**config.mk**
```make
export PLATFORM = sky130hd
export DESIGN_NAME = itof_converter_flat
export DESIGN_NICKNAME = d
export VERILOG_FILES = /design/src/rtl/itof_if.sv /design/src/rtl/itof_converter.sv /design/src/flat_wrapper.sv
export SDC_FILE = /design/constraint.sdc
export NUM_CORES = 1
export LEC_CHECK = 0
export BUFFER_PORTS_ARGS = -buffer_cell sky130_fd_sc_hd__buf_2
export CORE_MARGIN = 8
export CORE_UTILIZATION = 61
export CTS_CLUSTER_DIAMETER = 50
export CTS_CLUSTER_SIZE = 25
export DETAILED_ROUTE_END_ITERATION = 16
export HOLD_SLACK_MARGIN = 0.1
export PLACE_DENSITY = 0.83
export SYNTH_ARGS = -nofsm -noshare
export SYNTH_HDL_FRONTEND = slang
export SYNTH_SLANG_ARGS = --single-unit
export TNS_END_PERCENT = 1
```
**constraint.sdc**
```tcl
create_clock -name clk -period 5.8 [get_ports clk]
set_clock_uncertainty 0.15 [all_clocks]
set_input_delay 0.58 -clock clk [delete_from_list [all_inputs] [get_ports clk]]
set_output_delay 0.58 -clock clk [all_outputs]
set_load 0.02 [all_outputs]
```
**src/rtl/itof_if.sv**
```systemverilog
// itof_converter handshake bundle: request side (valid/op/rm/int)
// and result side (valid/float/IE) with downstream ready.
interface itof_if;
    logic        valid_in;
    logic        ready_out;
    logic [4:0]  op;
    logic [2:0]  rm;
    logic [31:0] int_in;
    logic        valid_out;
    logic        ready_in;
    logic [31:0] float_out;
    logic        IE;

    modport master (
        output valid_in, op, rm, int_in, ready_in,
        input  ready_out, valid_out, float_out, IE
    );

    modport slave (
        input  valid_in, op, rm, int_in, ready_in,
        output ready_out, valid_out, float_out, IE
    );
endinterface

```
**src/rtl/itof_converter.sv**
```systemverilog
// int32/uint32 -> binary32 converter: normalize stage, then round/pack.
// Define ITOF_SINGLE_CYCLE_EN to fold both stages into one cycle.
module itof_converter (
    input  logic   clk,
    input  logic   reset,
    input  logic   flush,
    itof_if.slave  bus
);
    localparam logic [4:0] FPU_OP_CVTIF = 5'd8;
    localparam logic [4:0] FPU_OP_CVTUF = 5'd9;
    localparam logic [2:0] FPU_RM_RNE   = 3'd0;
    localparam logic [2:0] FPU_RM_RTZ   = 3'd1;
    localparam logic [2:0] FPU_RM_RDN   = 3'd2;
    localparam logic [2:0] FPU_RM_RUP   = 3'd3;
    localparam logic [2:0] FPU_RM_RMM   = 3'd4;

    logic        op_ok;
    logic        accept;
    logic        s2_free;
    logic        s2_load;
    logic        s2_valid_q;
    logic [31:0] s2_res_q, s2_res_d;
    logic        s2_ie_q, s2_ie_d;

    // stage 1 combinational: sign/magnitude, leading zeros, normalize
    logic        sgn1;
    logic [31:0] mag1;
    logic [4:0]  lz1;
    logic [31:0] norm1;
    logic [7:0]  exp1;

    always_comb begin
        sgn1 = (bus.op == FPU_OP_CVTIF) && bus.int_in[31];
        mag1 = sgn1 ? (~bus.int_in + 32'd1) : bus.int_in;
        lz1  = 5'd31;
        for (int i = 0; i < 32; i++) begin
            if (mag1[i]) lz1 = 5'(31 - i);
        end
        norm1 = mag1 << lz1;
        exp1  = 8'd158 - {3'b000, lz1};
    end

    assign op_ok   = (bus.op == FPU_OP_CVTIF) || (bus.op == FPU_OP_CVTUF);
    assign s2_free = !s2_valid_q || bus.ready_in;
    assign accept  = bus.valid_in && bus.ready_out && !flush;

    logic [23:0] a_man;
    logic        a_rnd, a_stk, a_sgn, a_zero;
    logic [7:0]  a_exp;
    logic [2:0]  a_rm;

`ifdef ITOF_SINGLE_CYCLE_EN
    assign bus.ready_out = s2_free && op_ok;
    assign s2_load       = accept;

    always_comb begin
        a_man  = norm1[31:8];
        a_rnd  = norm1[7];
        a_stk  = |norm1[6:0];
        a_exp  = exp1;
        a_sgn  = sgn1;
        a_zero = (mag1 == 32'd0);
        a_rm   = bus.rm;
    end
`else
    logic        s1_valid_q;
    logic [23:0] s1_man_q;
    logic        s1_rnd_q, s1_stk_q, s1_sgn_q, s1_zero_q;
    logic [7:0]  s1_exp_q;
    logic [2:0]  s1_rm_q;
    logic        s1_adv;

    assign s1_adv        = s1_valid_q && s2_free;
    assign bus.ready_out = (!s1_valid_q || s1_adv) && op_ok;
    assign s2_load       = s1_adv;

    always_ff @(posedge clk) begin
        if (reset || flush) begin
            s1_valid_q <= 1'b0;
            s1_man_q   <= '0;
            s1_rnd_q   <= 1'b0;
            s1_stk_q   <= 1'b0;
            s1_sgn_q   <= 1'b0;
            s1_zero_q  <= 1'b0;
            s1_exp_q   <= '0;
            s1_rm_q    <= '0;
        end else if (accept) begin
            s1_valid_q <= 1'b1;
            s1_man_q   <= norm1[31:8];
            s1_rnd_q   <= norm1[7];
            s1_stk_q   <= |norm1[6:0];
            s1_sgn_q   <= sgn1;
            s1_zero_q  <= (mag1 == 32'd0);
            s1_exp_q   <= exp1;
            s1_rm_q    <= bus.rm;
        end else if (s1_adv) begin
            s1_valid_q <= 1'b0;
        end
    end

    always_comb begin
        a_man  = s1_man_q;
        a_rnd  = s1_rnd_q;
        a_stk  = s1_stk_q;
        a_exp  = s1_exp_q;
        a_sgn  = s1_sgn_q;
        a_zero = s1_zero_q;
        a_rm   = s1_rm_q;
    end
`endif

    // stage 2: rounding increment, carry into exponent, pack
    logic        inc;
    logic [24:0] sum2;
    logic [7:0]  exp2;
    logic [22:0] frac2;

    always_comb begin
        unique case (1'b1)
            a_rm == FPU_RM_RTZ: inc = 1'b0;
            a_rm == FPU_RM_RDN: inc = a_sgn && (a_rnd || a_stk);
            a_rm == FPU_RM_RUP: inc = !a_sgn && (a_rnd || a_stk);
            a_rm == FPU_RM_RMM: inc = a_rnd;
            default:            inc = a_rnd && (a_stk || a_man[0]);
        endcase
        sum2  = {1'b0, a_man} + {24'd0, inc};
        exp2  = a_exp + {7'd0, sum2[24]};
        frac2 = 23'(sum2[23:0]);
        s2_res_d = a_zero ? 32'd0 : {a_sgn, exp2, frac2};
        s2_ie_d  = a_rnd || a_stk;
    end

    always_ff @(posedge clk) begin
        if (reset || flush) begin
            s2_valid_q <= 1'b0;
            s2_res_q   <= '0;
            s2_ie_q    <= 1'b0;
        end else if (s2_load) begin
            s2_valid_q <= 1'b1;
            s2_res_q   <= s2_res_d;
            s2_ie_q    <= s2_ie_d;
        end else if (bus.ready_in) begin
            s2_valid_q <= 1'b0;
        end
    end

    assign bus.valid_out = s2_valid_q && !flush;
    assign bus.float_out = s2_res_q;
    assign bus.IE        = s2_ie_q;

    logic unused_rm;
    assign unused_rm = (FPU_RM_RNE != 3'd0);
endmodule

```
**src/flat_wrapper.sv**
```systemverilog
// flat-port wrapper written by rule: the top's interface ports become plain ports
module itof_converter_flat 
  (clk, reset, flush, bus_valid_in, bus_op, bus_rm, bus_int_in, bus_ready_in, bus_ready_out, bus_valid_out, bus_float_out, bus_IE);
  itof_if bus_i ();
  input  logic clk;
  input  logic reset;
  input  logic flush;
  input wire logic [$bits(bus_i.valid_in)-1:0] bus_valid_in;
  input wire logic [$bits(bus_i.op)-1:0] bus_op;
  input wire logic [$bits(bus_i.rm)-1:0] bus_rm;
  input wire logic [$bits(bus_i.int_in)-1:0] bus_int_in;
  input wire logic [$bits(bus_i.ready_in)-1:0] bus_ready_in;
  output wire logic [$bits(bus_i.ready_out)-1:0] bus_ready_out;
  output wire logic [$bits(bus_i.valid_out)-1:0] bus_valid_out;
  output wire logic [$bits(bus_i.float_out)-1:0] bus_float_out;
  output wire logic [$bits(bus_i.IE)-1:0] bus_IE;
  assign bus_i.valid_in = bus_valid_in;
  assign bus_i.op = bus_op;
  assign bus_i.rm = bus_rm;
  assign bus_i.int_in = bus_int_in;
  assign bus_i.ready_in = bus_ready_in;
  assign bus_ready_out = bus_i.ready_out;
  assign bus_valid_out = bus_i.valid_out;
  assign bus_float_out = bus_i.float_out;
  assign bus_IE = bus_i.IE;
  itof_converter u_core (.clk(clk), .reset(reset), .flush(flush), .bus(bus_i));
endmodule
```
== Word level (Yosys, flattened, before mapping) ==
Cells that the tools add are included.

* Input port bits: 45
* Register bits after elaboration: 74
* Output and inout port bits: 35

* Reductions and logical operators: 23
* $add $sub $neg: 4
* Bitwise logic cells: 1
* Shifts and indexed selects: 1
* Mux-type cells: 38
* Eq/ne operators: 6

{| class="wikitable"
|+ Operators with widths
! kind !! number
|-
| 5-bit 2-to-1 mux || 30
|-
| 32-bit 2-to-1 mux || 2
|-
| 32-bit by 1-bit adder with 32-bit output (second input constant) || 1
|-
| 32-bit zero test || 1
|-
| 32-bit inverter || 1
|-
| 32-bit by 5-bit left shift with 32-bit output || 1
|-
| 24-bit by 1-bit adder with 25-bit output || 1
|-
| 5-bit by 4-bit equality test with 1-bit output (second input constant) || 2
|-
| 1-bit logical AND || 9
|-
| 8-bit by 1-bit adder with 8-bit output || 1
|-
| 8-bit by 5-bit subtractor with 8-bit output (first input constant) || 1
|-
| 7-bit OR reduction || 1
|-
| 3-bit by 2-bit equality test with 1-bit output (second input constant) || 2
|-
| 1-bit logical OR || 6
|-
| 1-bit 2-to-1 mux || 5
|-
| 1-bit zero test || 4
|-
| 1-bit case mux with 4 select lines || 1
|-
| 2-bit nonzero test || 2
|-
| 3-bit by 1-bit equality test with 1-bit output (second input constant) || 1
|-
| 3-bit equality test (second input constant) || 1
|}

== Depth between registers and ports, before layout ==
* Depth in word-level cells: 36
* Mapped depth: 22
* Mapped depth without buffers: 19

== Least setup slack after synthesis ==
OpenSTA, ideal clock, no wires.

* Kind: input port to flip-flop
* Start point: in bus_int_in[15]
* End point: reg u_core.s1_man_q[22] (netlist: u_core.a_man[22])
* Cell stages on the path: 17
* Arrival: 4.357 ns
* Path slack: 1.174 ns
* Buffers on the path: 5
* Setup time: 0.120 ns
* Path through: buf_2 -> or4_1 -> buf_2 -> or4_4 -> or2_1 -> or4_1 -> a32oi_1 -> nand2b_1 -> buf_6 -> and2_4 -> buf_6 -> buf_6 -> mux2i_4 -> mux2i_2 -> mux2i_4 -> mux2i_1 -> a211o_1

* Word-level cells in the longest chain between the ends: 21

{| class="wikitable"
|+ RTL lines
! what !! RTL line !! RTL
|-
| start, declared || flat_wrapper.sv:11 || <nowiki>input wire logic [$bits(bus_i.int_in)-1:0] bus_int_in;</nowiki>
|-
| 32-bit inverter || itof_converter.sv:34 || <nowiki>mag1 = sgn1 ? (~bus.int_in + 32'd1) : bus.int_in;</nowiki>
|-
| 32-bit by 1-bit adder with 32-bit output || itof_converter.sv:34 ||
|-
| 32-bit 2-to-1 mux (*) || itof_converter.sv:34 ||
|-
| 5-bit 2-to-1 mux (17 in series) || itof_converter.sv:37 || <nowiki>if (mag1[i]) lz1 = 5'(31 - i);</nowiki>
|-
| 32-bit by 5-bit left shift with 32-bit output (*) || itof_converter.sv:39 || <nowiki>norm1 = mag1 << lz1;</nowiki>
|-
| end signal, assigned || itof_converter.sv:89 || <nowiki>s1_man_q <= norm1[31:8];</nowiki>
|-
| end, declared || itof_converter.sv:67 || <nowiki>logic [23:0] s1_man_q;</nowiki>
|}

Every way passes the cells marked *; elsewhere a longest branch is shown, timed or not.
A chain may end at the register's enable or synchronous reset.

== Final worst setup path ==
* Start point: in bus_int_in[0]
* End point: reg u_core.s1_man_q[21] (netlist: u_core.a_man[21])

* Word-level cells in the longest chain between the ends: 35

{| class="wikitable"
|+ RTL lines
! what !! RTL line
|-
| 32-bit inverter || itof_converter.sv:34
|-
| 32-bit by 1-bit adder with 32-bit output || itof_converter.sv:34
|-
| 32-bit 2-to-1 mux (*) || itof_converter.sv:34
|-
| 1-bit 2-to-1 mux || itof_converter.sv:37
|-
| 5-bit 2-to-1 mux (30 in series) || itof_converter.sv:37
|-
| 32-bit by 5-bit left shift with 32-bit output (*) || itof_converter.sv:39
|}

Marked as above.

==> impl_results.md <==
* I/O Pins at 80
* Relative slew slack at 32.9%
* Worst EP arrival at approximately 5200 ps
* Setup total negative slack at 0 ps
* Worst EP required at 5910 ps
* Nets at around 1000
* Post-synth EDFFs at 0
* Largest net degree at the start of global routing at 44
* Synth cell types at 91
* Crit path launch type: input port
* TritonCTS Buffers at 9
* First-pass GRT wire length at between 30 and 40 mm
* Root Buffer: clkbuf_16
* Number of iterations in the first detailed-routing pass at 9
* Clk_lat worst skew at ~340 ps
* Fmax at 195 MHz
* Hpwl dp at around 18 mm
* # setup viols final at 0
* PD cells at approximately 180 nW/µm²
* XOR/XNOR Fraction of Synth Area at about 7%
* Initial Utilization at approximately 62%
* Global-route usage over all layers at between 30% and 40%
* Area delta synth->final at 12.6%
* Max Transition Viols Final at 0
* Synth Area in Simple Gates at about 27%
* Routed vias at between 7000 and 8000
* Die ar. at 15400 µm²
* Max FO, Critical Path at 12
* Maxcap violations at 0
* Gpl congestion at ~1.0
* Post-CTS Resized at 0
* CP endpoint kind: register
* Largest family of logic cells by synthesized area: simple AND/OR/NAND/NOR gates
* DRT antenna net count at 0
* Mux share of post-synthesis cell area at approximately an eighth
* Synthesized Nets at a little under 1000
* Final worst path period need at roughly 5000 ps
* Die X at about 120 µm
* Run status: complete, no violations
* WS Path Type: input port to register
* Die Y-Extent at around 120 µm
* CTS Sinks at 74
* Initial antenna violation count at 0
* Asr flop ratio synth at 0%
* Worst-path clk slew at 60 ps
* Ant. Diodes at 0
* Ratio of final minimum period to clock period at about nine tenths
* Avg WL per Cell at about 20 µm
* Vias per Instance at between 6 and 7
* PortBufs at 79
* Setup Fix Bufs, Post-CTS at 0
* Hold Fails Final Rpt at 0
* Number of global-route vias before repair at between 7000 and 8000
* Layout filler cell count at around 1000
* CTS tree: yes
* Adder-cell area share of the yosys netlist at around 1.2%
* Pleak at ~0.0030 µW
* Grt ovf at 0
* Mapped Cells at between 900 and 1000
* WL final at around 23 mm
* WHS Path Cells at 3
* Final core occ at a little over two thirds
* Hold_buf cts at 0
* Mapped cell area at a little over 7000 µm²
* Most frequent cells in the layout: nor2_1 (103), nand2_1 (94), buf_2 (79)
* VDD IR-drop max at between 0.0002 and 0.0003 V
* Placement Rows at 39
* Commonest non-fill, non-tap cell in the layout: nor2_1
* Flops & latches, synth at 74
* H-tree levels at 3
* Core region area at about 11000 µm²
* Register area share after synthesis at 20.9%
* Max clock buf depth at 2
* Worst Hold Class: input port to register
* Share of cells above drive strength 1 at a little under a fifth
* Remaining DRCs at 0
* Avg Synthesized Cell Area at roughly 7.6 µm²
* Least-Margin Pin Slew at around 1000 ps
* RSZ-0062 raised after global routing: no
* Compound-Gate Fraction of Synth Area at between 20% and 30%
* Primary FF master, synth: dfxtp_1
* R2R cell count at 18
* Yosys Warn Count at 0
* Reg-to-reg slack, setup at between 1500 and 2000 ps
* Initial DRC count at about 780
-- per-layer routing --
| metal | up-vias | global-route usage, % | part of all wire, % |
|---|---|---|---|
| met5 | - | 0 | 0 |
| met1 | 3525 | 38.3 | 40 |
| met2 | 483 | 49.4 | 46 |
| li1 | 3646 | - | - |
| met4 | 0 | 15.8 | 4.6 |
| met3 | 91 | 4.08 | 8.9 |
-- Yosys cell counts (7+ instances only) --
| cell | n | area share [%] |
|---|---|---|
| nand2b_1 | 12 | 1.1 |
| nor3_1 | 20 | 1.4 |
| or4_1 | 11 | 1.2 |
| xor2_1 | 22 | 2.7 |
| o211ai_1 | 8 | 0.85 |
| a22oi_1 | 31 | 3.3 |
| o2111ai_1 | 7 | 0.86 |
| mux2_2 | 18 | 2.9 |
| o31ai_1 | 11 | 1.2 |
| a21oi_1 | 49 | 3.5 |
| buf_2 | 17 | 1.2 |
| and3_1 | 13 | 1.1 |
| nand4_1 | 20 | 1.8 |
| a211oi_1 | 17 | 1.8 |
| inv_1 | 8 | 0.42 |
| o21ai_0 | 28 | 2.0 |
| clkbuf_1 | 46 | 2.4 |
| dfxtp_1 | 74 | 21 |
| nand3_1 | 31 | 2.2 |
| nor2_1 | 103 | 5.4 |
| nor3b_1 | 10 | 1.1 |
| xnor2_1 | 34 | 4.2 |
| nand2_1 | 94 | 5.0 |
| nor4_1 | 15 | 1.3 |
| o21ai_1 | 19 | 1.3 |
| mux2i_1 | 55 | 7.8 |
| ha_1 | 7 | 1.2 |
| a32oi_1 | 7 | 0.86 |
-- sequential cells by signal, indices dropped and copies added (netlist names) --
register / count
u_core.a_man: 24
u_core.a_rm: 3
u_core.a_stk: 1
u_core.s2_valid_q: 1
u_core.a_exp: 8
u_core.a_zero: 1
u_core.bus.IE: 1
u_core.a_rnd: 1
u_core.bus.float_out: 32
u_core.a_sgn: 1
u_core.s1_valid_q: 1
-- logic make-up (layout without fill, tap and decap cells) --
group | Yosys count | after routing
adder cells (fa/ha/maj) | 7 | 7
AO/OA/AOI/OAI | 256 | 256
buffers and inverters | 86 | 147
XOR/XNOR | 56 | 56
AND/OR/NAND/NOR | 378 | 378
flip-flops | 74 | 74
multiplexers | 82 | 82
-- report_power, final --
group | switching [µW] | internal [µW] | total, µW
clock network | 206 | 400 | 606
logic | 220 | 134 | 354
registers | 1.37 | 510 | 511
-- area by class of cell --
class                      count  area (µm²)  area share (%)
tap                          143         179            2.24
clock buffer                  12         256            3.21
clock inverter                 4        73.8           0.923
timing repair buffer         121         748            9.36
multi-input combinational    779        5220            65.3
sequential                    74        1480            18.5
inverter                      10        37.5           0.469
-- worst max-delay path, cell delays in order --
cell and delay [ps]:
buf_2 160, inv_1 130, ha_1 370, nor4b_1 290, buf_4 190, nand4_1 210, o31a_1 310, o311ai_0 620
a21boi_1 460, o311ai_4 240, nand2_2 360, mux2_1 370, mux2_2 330, a211oi_2 290, o21ai_1 130, a31oi_1 180
-- final timing paths --
kind / from / end
worst max-delay path: bus_int_in[0] / u_core.a_man[21]$_SDFFE_PP0P_
worst min-delay path: bus_rm[1] / u_core.a_rm[1]$_SDFFE_PP0P_
worst max register to register: u_core.a_rm[0]$_SDFFE_PP0P_ / u_core.bus.float_out[29]$_SDFFE_PP0P_
worst min register to register: u_core.bus.float_out[25]$_SDFFE_PP0P_ / u_core.bus.float_out[25]$_SDFFE_PP0P_
-- per-stage QoR --
stage | area, µm² | setup WS [ps] | total power, µW | cells | hold WS [ps]
floorplan | 7100 | 1170 | 757 | 939 | 294
global placement | 7670 | 541 | 861 | 1127 | 313
detailed placement | 7670 | 434 | 863 | 1127 | 314
CTS | 8000 | 773 | 1460 | 1143 | 316
global route | 8000 | 364 | 1520 | 1143 | 339
finish | 8000 | 676 | 1470 | 1143 | 327
(Power assumes the default switching activity.)
